File: config.mk
export PLATFORM = sky130hd
export DESIGN_NAME = accumulator_unit
export DESIGN_NICKNAME = d
export VERILOG_FILES = /design/src/rtl/accumulator_unit.sv
export SDC_FILE = /design/constraint.sdc
export NUM_CORES = 1
export LEC_CHECK = 0
export ABC_AREA = 1
export BUFFER_PORTS_ARGS = -buffer_cell sky130_fd_sc_hd__buf_4
export CORE_ASPECT_RATIO = 1.2
export CORE_UTILIZATION = 55
export DETAILED_ROUTE_END_ITERATION = 10
export GPL_ROUTABILITY_DRIVEN = 0
export PLACE_DENSITY = 0.85
export SLEW_MARGIN = 5
export SYNTH_ARGS = -nofsm -noshare
export SYNTH_HDL_FRONTEND = slang
export SYNTH_SLANG_ARGS = --single-unit
File: constraint.sdc
create_clock -name clk_in -period 19.4 [get_ports clk_in]
set_clock_uncertainty 0.1 [all_clocks]
set_input_delay 1.94 -clock clk_in [delete_from_list [all_inputs] [get_ports clk_in]]
set_output_delay 1.94 -clock clk_in [all_outputs]
set_load 0.005 [all_outputs]
File: src/rtl/accumulator_unit.sv
// Mano machine AC/E datapath: registers the output of a FastAdder into AC and E under a valid/ready handshake.
// Optional signed-overflow flag register enabled by defining ACCUMULATOR_OVERFLOW_EN.

module FastAdder #(
    parameter int BITS = 16
) (
    input  logic [BITS-1:0] a_in,
    input  logic [BITS-1:0] b_in,
    input  logic            c_in,
    output logic [BITS-1:0] sum_out,
    output logic            gg_out,
    output logic            pg_out
);
    logic [BITS-1:0] g;
    logic [BITS-1:0] p;
    logic [BITS-1:0] c;
    logic [BITS:0]   gc;

    assign c[0]  = c_in;
    assign gc[0] = 1'b0;

    genvar gi;
    generate
        for (gi = 0; gi < BITS; gi++) begin : g_bit
            assign g[gi]       = a_in[gi] & b_in[gi];
            assign p[gi]       = a_in[gi] ^ b_in[gi];
            assign sum_out[gi] = p[gi] ^ c[gi];
            // Group generate is the carry chain evaluated with a zero carry-in.
            assign gc[gi+1]    = g[gi] | (p[gi] & gc[gi]);
        end
        for (gi = 1; gi < BITS; gi++) begin : g_carry
            assign c[gi] = g[gi-1] | (p[gi-1] & c[gi-1]);
        end
    endgenerate

    assign gg_out = gc[BITS];
    assign pg_out = &p;
endmodule

module accumulator_unit #(
    parameter int BITS = 16
) (
    input  logic            clk_in,
    input  logic            reset_in,
    input  logic [3:0]      op_in,
    input  logic            op_valid_in,
    output logic            op_ready_out,
    input  logic [BITS-1:0] data_in,
    output logic [BITS-1:0] ac_out,
    output logic            e_out,
    output logic            zero_out,
    output logic            sign_out,
    output logic            done_out,
    output logic            overflow_out
);
    localparam logic [0:0] ST_IDLE = 1'b0;
    localparam logic [0:0] ST_EXEC = 1'b1;

    localparam logic [3:0] OP_CLA = 4'd1;
    localparam logic [3:0] OP_CLE = 4'd2;
    localparam logic [3:0] OP_CMA = 4'd3;
    localparam logic [3:0] OP_CME = 4'd4;
    localparam logic [3:0] OP_CIR = 4'd5;
    localparam logic [3:0] OP_CIL = 4'd6;
    localparam logic [3:0] OP_INC = 4'd7;
    localparam logic [3:0] OP_AND = 4'd8;
    localparam logic [3:0] OP_ADD = 4'd9;
    localparam logic [3:0] OP_LDA = 4'd10;

    logic [BITS-1:0] ac_reg;
    logic            e_reg;
    logic [BITS-1:0] dr_reg;
    logic [3:0]      op_reg;
    logic [0:0]      state_reg;
    logic            done_reg;

    logic [BITS-1:0] add_b;
    logic            add_cin;
    logic [BITS-1:0] add_sum;
    logic            add_gg;
    logic            add_pg;
    logic            add_cout;

    // In EXEC the adder serves ADD (b=DR, cin=0); in IDLE it serves INC (b=0, cin=1).
    assign add_b   = (state_reg == ST_EXEC) ? dr_reg : '0;
    assign add_cin = (state_reg == ST_IDLE);

    FastAdder #(.BITS(BITS)) u_adder (
        .a_in    (ac_reg),
        .b_in    (add_b),
        .c_in    (add_cin),
        .sum_out (add_sum),
        .gg_out  (add_gg),
        .pg_out  (add_pg)
    );

    assign add_cout = add_gg | (add_pg & add_cin);

    logic accept;
    assign accept = op_valid_in && (state_reg == ST_IDLE);

    always_ff @(posedge clk_in or posedge reset_in) begin
        if (reset_in) begin
            ac_reg    <= '0;
            e_reg     <= 1'b0;
            dr_reg    <= '0;
            op_reg    <= 4'd0;
            state_reg <= ST_IDLE;
            done_reg  <= 1'b0;
        end else begin
            done_reg <= 1'b0;
            if (state_reg == ST_EXEC) begin
                case (op_reg)
                    OP_AND: ac_reg <= ac_reg & dr_reg;
                    OP_ADD: begin
                        ac_reg <= add_sum;
                        e_reg  <= add_cout;
                    end
                    OP_LDA: ac_reg <= dr_reg;
                    default: ;
                endcase
                done_reg  <= 1'b1;
                state_reg <= ST_IDLE;
            end else if (accept) begin
                case (op_in)
                    OP_CLA: begin ac_reg <= '0;      done_reg <= 1'b1; end
                    OP_CLE: begin e_reg  <= 1'b0;    done_reg <= 1'b1; end
                    OP_CMA: begin ac_reg <= ~ac_reg; done_reg <= 1'b1; end
                    OP_CME: begin e_reg  <= ~e_reg;  done_reg <= 1'b1; end
                    OP_CIR: begin
                        ac_reg   <= {e_reg, ac_reg[BITS-1:1]};
                        e_reg    <= ac_reg[0];
                        done_reg <= 1'b1;
                    end
                    OP_CIL: begin
                        ac_reg   <= {ac_reg[BITS-2:0], e_reg};
                        e_reg    <= ac_reg[BITS-1];
                        done_reg <= 1'b1;
                    end
                    OP_INC: begin ac_reg <= add_sum; done_reg <= 1'b1; end
                    OP_AND, OP_ADD, OP_LDA: begin
                        dr_reg    <= data_in;
                        op_reg    <= op_in;
                        state_reg <= ST_EXEC;
                    end
                    default: ;
                endcase
            end
        end
    end

`ifdef ACCUMULATOR_OVERFLOW_EN
    logic ov_reg;
    logic ov_next;

    // For INC the effective second operand is +1, whose sign bit is add_b's (zero).
    assign ov_next = (ac_reg[BITS-1] == add_b[BITS-1]) && (add_sum[BITS-1] != ac_reg[BITS-1]);

    always_ff @(posedge clk_in or posedge reset_in) begin
        if (reset_in) begin
            ov_reg <= 1'b0;
        end else if ((state_reg == ST_EXEC && op_reg == OP_ADD) || (accept && op_in == OP_INC)) begin
            ov_reg <= ov_next;
        end
    end

    assign overflow_out = ov_reg;
`else
    assign overflow_out = 1'b0;
`endif

    assign op_ready_out = (state_reg == ST_IDLE);
    assign ac_out       = ac_reg;
    assign e_out        = e_reg;
    assign zero_out     = (ac_reg == '0);
    assign sign_out     = ac_reg[BITS-1];
    assign done_out     = done_reg;
endmodule

# Yosys cells after proc, flatten, opt, wreduce, memory -nomap -nowiden
# Cells that the tools add are included.
# op_classes
n_reduce_logical	11
bitwise_logic	114
eq_ne	15
mux	15
# op_table
cell	n
16-bit one-hot mux with 5 select lines	1
16-bit 2-to-1 mux	3
16-bit one-hot mux with 3 select lines	1
1-bit AND	47
1-bit XOR	32
1-bit bitwise OR	31
4-bit equality test, second input constant	6
16-bit AND	1
4-bit by 3-bit equality test with 1-bit output, second input constant	4
16-bit zero test	1
16-bit NOT	1
16-bit AND reduction	1
1-bit 2-to-1 mux	9
3-bit AND reduction	3
4-bit by 2-bit equality test with 1-bit output, second input constant	2
7-bit OR reduction	1
6-bit nonzero test	1
5-bit nonzero test	1
4-bit by 1-bit equality test with 1-bit output, second input constant	1
4-bit by 1-bit != test with 1-bit output, second input constant	1
1-bit one-hot mux with 4 select lines	1
3-bit OR reduction	1
2-bit by 1-bit != test with 1-bit output, second input constant	1
1-bit NOT	2
other kinds (2)	2
# word_totals
elab_cells	161
inputBits	23
register_bits	39
out_inout_bits	22

# Longest topological paths before layout
# logic_depth
word_depth	36
mapped_depth	36
ltp_nobuf	35

# By module
# From an unflattened synthesis, not the netlist that was laid out.
# unflattened
cells_unflattened	603
hier_area_um2	3831.2
# by_module_without_submodules
mod	cells_each	area_each_um2	seq_area_each_um2	n_inst
accumulator_unit	519	3111.7	975.9	1
FastAdder	84	719.4	0.0	1

# Worst setup path before layout
# OpenSTA, ideal clock, no wires.
# synth_path
kind	reg-to-reg
startpoint	reg state_reg
endpoint	reg ac_reg[14] (netlist: ac_out[14])
setup_slack_ns	11.863
t_arrival_ns	7.298
stages_incl_launch_ff	22
path_buffers	2
period_less_slack_ns	7.537
setup_ns	0.139
t_required_ns	19.161
cell_sequence	dfrtp_1 -> clkbuf_1 -> inv_2 -> clkbuf_1 -> a21oi_1 -> fa_1 -> fa_1 -> fa_1 -> fa_1 -> fa_1 -> fa_1 -> fa_1 -> fa_1 -> fa_1 -> fa_1 -> fa_1 -> fa_1 -> fa_1 -> inv_1 -> fa_1 -> a211oi_1 -> a22oi_1
# synth_between
elab_cells_between_ends	69
classes_between	eq/ne: 1; mux: 5; bitwise: 59; reduce/logical: 4
# synth_lines
item	line_no	source
start: declaration	74	logic [0:0] state_reg;
start signal: assignment	108	state_reg <= ST_IDLE;
start signal: assignment	123	state_reg <= ST_IDLE;
start signal: assignment	144	state_reg <= ST_EXEC;
1-bit NOT (no line) (*)	n/a	
via op_ready_out	47	output logic op_ready_out,
1-bit AND	32	assign c[gi] = g[gi-1] | (p[gi-1] & c[gi-1]);
1-bit bitwise OR	32	
1-bit AND	32	
1-bit bitwise OR	32	
1-bit AND	32	
1-bit bitwise OR	32	
(+18 left out)	n/a	
1-bit AND	32	
1-bit bitwise OR	32	
1-bit AND	32	
1-bit bitwise OR	32	
1-bit XOR	27	assign sum_out[gi] = p[gi] ^ c[gi];
16-bit one-hot mux with 5 select lines	125	case (op_in)
16-bit 2-to-1 mux	124	end else if (accept) begin
16-bit 2-to-1 mux	112	if (state_reg == ST_EXEC) begin
end signal: assignment	114	OP_AND: ac_reg <= ac_reg & dr_reg;
end signal: assignment	116	ac_reg <= add_sum;
end signal: assignment	131	ac_reg <= {e_reg, ac_reg[BITS-1:1]};
end: declaration	70	logic [BITS-1:0] ac_reg;
# Mark *: on every way through the listed nets, which the timed path passes. The rest lies on a longest branch. The select of a mux whose other input is x is not followed.
# A chain may end at the register's enable or synchronous reset.

# Worst setup path in the final report
# layout_path
startpoint	reg state_reg
endpoint	reg ac_reg[14] (netlist: ac_out[14])
# layout_between
elab_chain_cells	34
elab_cells_between_ends	69
classes_between	eq/ne: 1; mux: 5; bitwise: 59; reduce/logical: 4
# layout_lines
item	line_no	source
16-bit 2-to-1 mux	85	assign add_b = (state_reg == ST_EXEC) ? dr_reg : '0;
1-bit XOR	26	assign p[gi] = a_in[gi] ^ b_in[gi];
1-bit AND	32	
1-bit bitwise OR	32	
1-bit AND	32	
1-bit bitwise OR	32	
1-bit AND	32	
1-bit bitwise OR	32	
(+18 left out)	n/a	
1-bit AND	32	
1-bit bitwise OR	32	
1-bit AND	32	
1-bit bitwise OR	32	
1-bit XOR	27	
16-bit one-hot mux with 5 select lines	125	
16-bit 2-to-1 mux	124	
16-bit 2-to-1 mux	112	
# Several ways; a longest one is shown, not always the timed one. The select of a mux whose other input is x is not followed.

==> impl_metrics.tcl <==
set metrics [dict create \
    outcome "finished, violations left" \
    violations "design-rule violations" \
    hold_buffers 0 \
    layout_common_cells "nand2_1, buf_4, dfrtp_1, inv_1, nor2_1" \
    reg2reg_slack_ns 11.40 \
    dieArea_um2 6080 \
    max_freq_mhz 125 \
    final_area_um2 3600 \
    ir_drop_mv 0.0649 \
    crit_start "state_reg$_DFF_PP0_" \
    final_hold_viol_count 0 \
    cts-buffers-inserted 5 \
    rows 29 \
    place_hpwl_um 5640 \
    holdCritStartpoint "op_reg[3]$_DFFE_PP0P_" \
    cts_htree_levels 2 \
    port-buffer-count 43 \
    dr.pass1.iters 8 \
    diodes 0 \
    die_height_um 85.2 \
    ys_warn_count 0 \
    worstMarginPinSlew_ns 1.09 \
    synth_edf_count 0 \
    num_io_pins 45 \
    via_per_inst 5.90 \
    overflow 0 \
    fin_nets 533 \
    post-cts-setup-buffers 0 \
    synth_fp_nets 501 \
    syn_area_um2 3170 \
    post_cts_resized 0 \
    setup_viol 0 \
    dpl-instance-area_um2 3510 \
    drc 1 \
    core_area_um2 5410 \
    cp-start-kind "flop" \
    yosys_most_used_dff "dfrtp_1" \
    syn_area_per_cell_um2 7.08 \
    die_w_um 71.3 \
    r2r-start "state_reg$_DFF_PP0_" \
    critPathCaptureType "flop" \
    cts_tree "built" \
    ant_nets 0 \
    grt_first_pass_wirelength_um 13700 \
    fillers 481 \
    slew_viol_final 0 \
    cts_num_sinks 39 \
    cp_max_fo 27 \
    async_flop_share_pct 100 \
    grt_start_max_net_pins 40 \
    worstPathArrival_ns 8.07 \
    clk_path_buf_depth 2 \
    synthToLayoutAreaGrowth_pct 13.4 \
    netlist.area_leader.share_pct 30.8 \
    first_iter_violations 378 \
    clkLatencyLatePin_ns 0.31 \
    cts.clk_slew.worst_paths_ns 0.08 \
    ys_top_cells_by_area "dfrtp_1, nand2_1, fa_1, ha_1, nor3_1" \
    hp-class "flop to flop" \
    synth_top_cell_by_area "dfrtp_1" \
    powerDensity_nw_per_um2 82.2 \
    grt_pass1_vias 3156 \
    finalCritPeriodShare_pct 41.2 \
    syn_inst 448 \
    layout_commonest_cell "nand2_1" \
    max_cap_violations 0 \
    critical_path_class "flop to flop" \
    relSlewSlack_pct 26.8 \
    synth-seq-cells 39 \
    yosysSeqAreaShare_pct 30.8 \
    track_usage_pct 28.6 \
    rsz0062_at_grt "no" \
    wire_per_inst_um 14.7 \
    p_leak_uw 0.00189 \
    min_period_ns 8.00 \
    antenna_found_initial 0 \
    fin_tns_setup_ns 0 \
    place_ws_ns 11.48 \
    start_util_pct 58.7 \
    yosysUniqueCellTypes 32 \
    cts_root_buffer "clkbuf_8" \
    critPathRequiredTime_ns 19.47 \
    routed_wl_um 7960 \
    fin_ws_ns 11.40 \
    via_count 3201 \
    layout-drive-gt1-share_pct 17.5 \
]
cell usage after synthesis (4+ instances only):
library cell,number
o221ai_1,7
nand2_1,139
o41ai_1,6
nor2_1,35
nor3_1,33
ha_1,16
inv_1,38
dfrtp_1,39
fa_1,14
a21oi_1,19
a22oi_1,14
nand4_1,4
o21ai_0,10
clkbuf_1,17
inv_2,29
critical path, cell delays in order (launching register included):
cell and delay (ns):
dfrtp_1 0.65, inv_2 0.50, a21oi_1 0.17, fa_1 0.46, fa_1 0.43, fa_1 0.44, fa_1 0.42, fa_1 0.42
fa_1 0.43, fa_1 0.42, fa_1 0.42, fa_1 0.42, fa_1 0.43, fa_1 0.44, fa_1 0.43, fa_1 0.40
inv_1 0.08, fa_1 0.43, a211oi_1 0.27, a22oi_1 0.11
logic make-up (layout without fill, tap and decap cells):
group | Yosys count | in the layout | synth area share [%]
AO/OA/AOI/OAI | 72 | 72 | 14.9
XOR/XNOR | 1 | 1 | 0.276
adder cells (fa/ha/maj) | 30 | 30 | 15.1
buffers and inverters | 88 | 121 | 10.9
flip-flops | 39 | 39 | 30.8
other | 1 | 1 | 0.118
AND/OR/NAND/NOR | 217 | 217 | 27.9
cell type report:
cell class	instances	area, um2	share of cell area [%]
Multi-Input combinational cell	321	1870	51.9
Sequential cell	39	976	27.1
Timing Repair Buffer	45	338	9.39
Inverter	68	255	7.09
Tap cell	62	77.6	2.16
Clock buffer	6	72.6	2.02
Clock inverter	2	12.5	0.348
stage by stage:
stage          std cells  hold slack (ns)  util [%]  total power, uW
2_1_floorplan        448            0.330         -              195
3_3_place_gp         535            0.342      65.0              234
3_5_place_dp         535            0.343      65.0              239
4_1_cts              543            0.364      66.6              295
5_1_grt              543            0.401      66.6              317
6_report             543            0.359      66.6              296
path summary, 6_finish.rpt:
path / endpoint / depth (start not counted)
min: op_reg[3]$_DFFE_PP0P_ / 2
max reg2reg: ac_out[14]$_DFFE_PP0P_ / 19
max in group asynchronous: ac_out[12]$_DFFE_PP0P_ / 3
max: ac_out[14]$_DFFE_PP0P_ / 19
min reg2reg: op_reg[3]$_DFFE_PP0P_ / 2
min in group asynchronous: ac_out[1]$_DFFE_PP0P_ / 3
per-layer routing:
metal  global-route usage, %  part of all wire (%)
met2                    49.0                    51
met1                    34.8                    40
met3                    4.75                   6.2
met4                    14.0                   2.8
met5                       0                     0
where the power goes:
| part | switching, uW | total (uW) | leakage, uW | internal, uW |
|---|---|---|---|---|
| Sequential | 20.3 | 120 | 0.000475 | 99.3 |
| Combinational | 69.8 | 119 | 0.00138 | 49.0 |
| Clock | 32.2 | 57.4 | 0.0000412 | 25.2 |
Power figures use the tool's default switching activity.
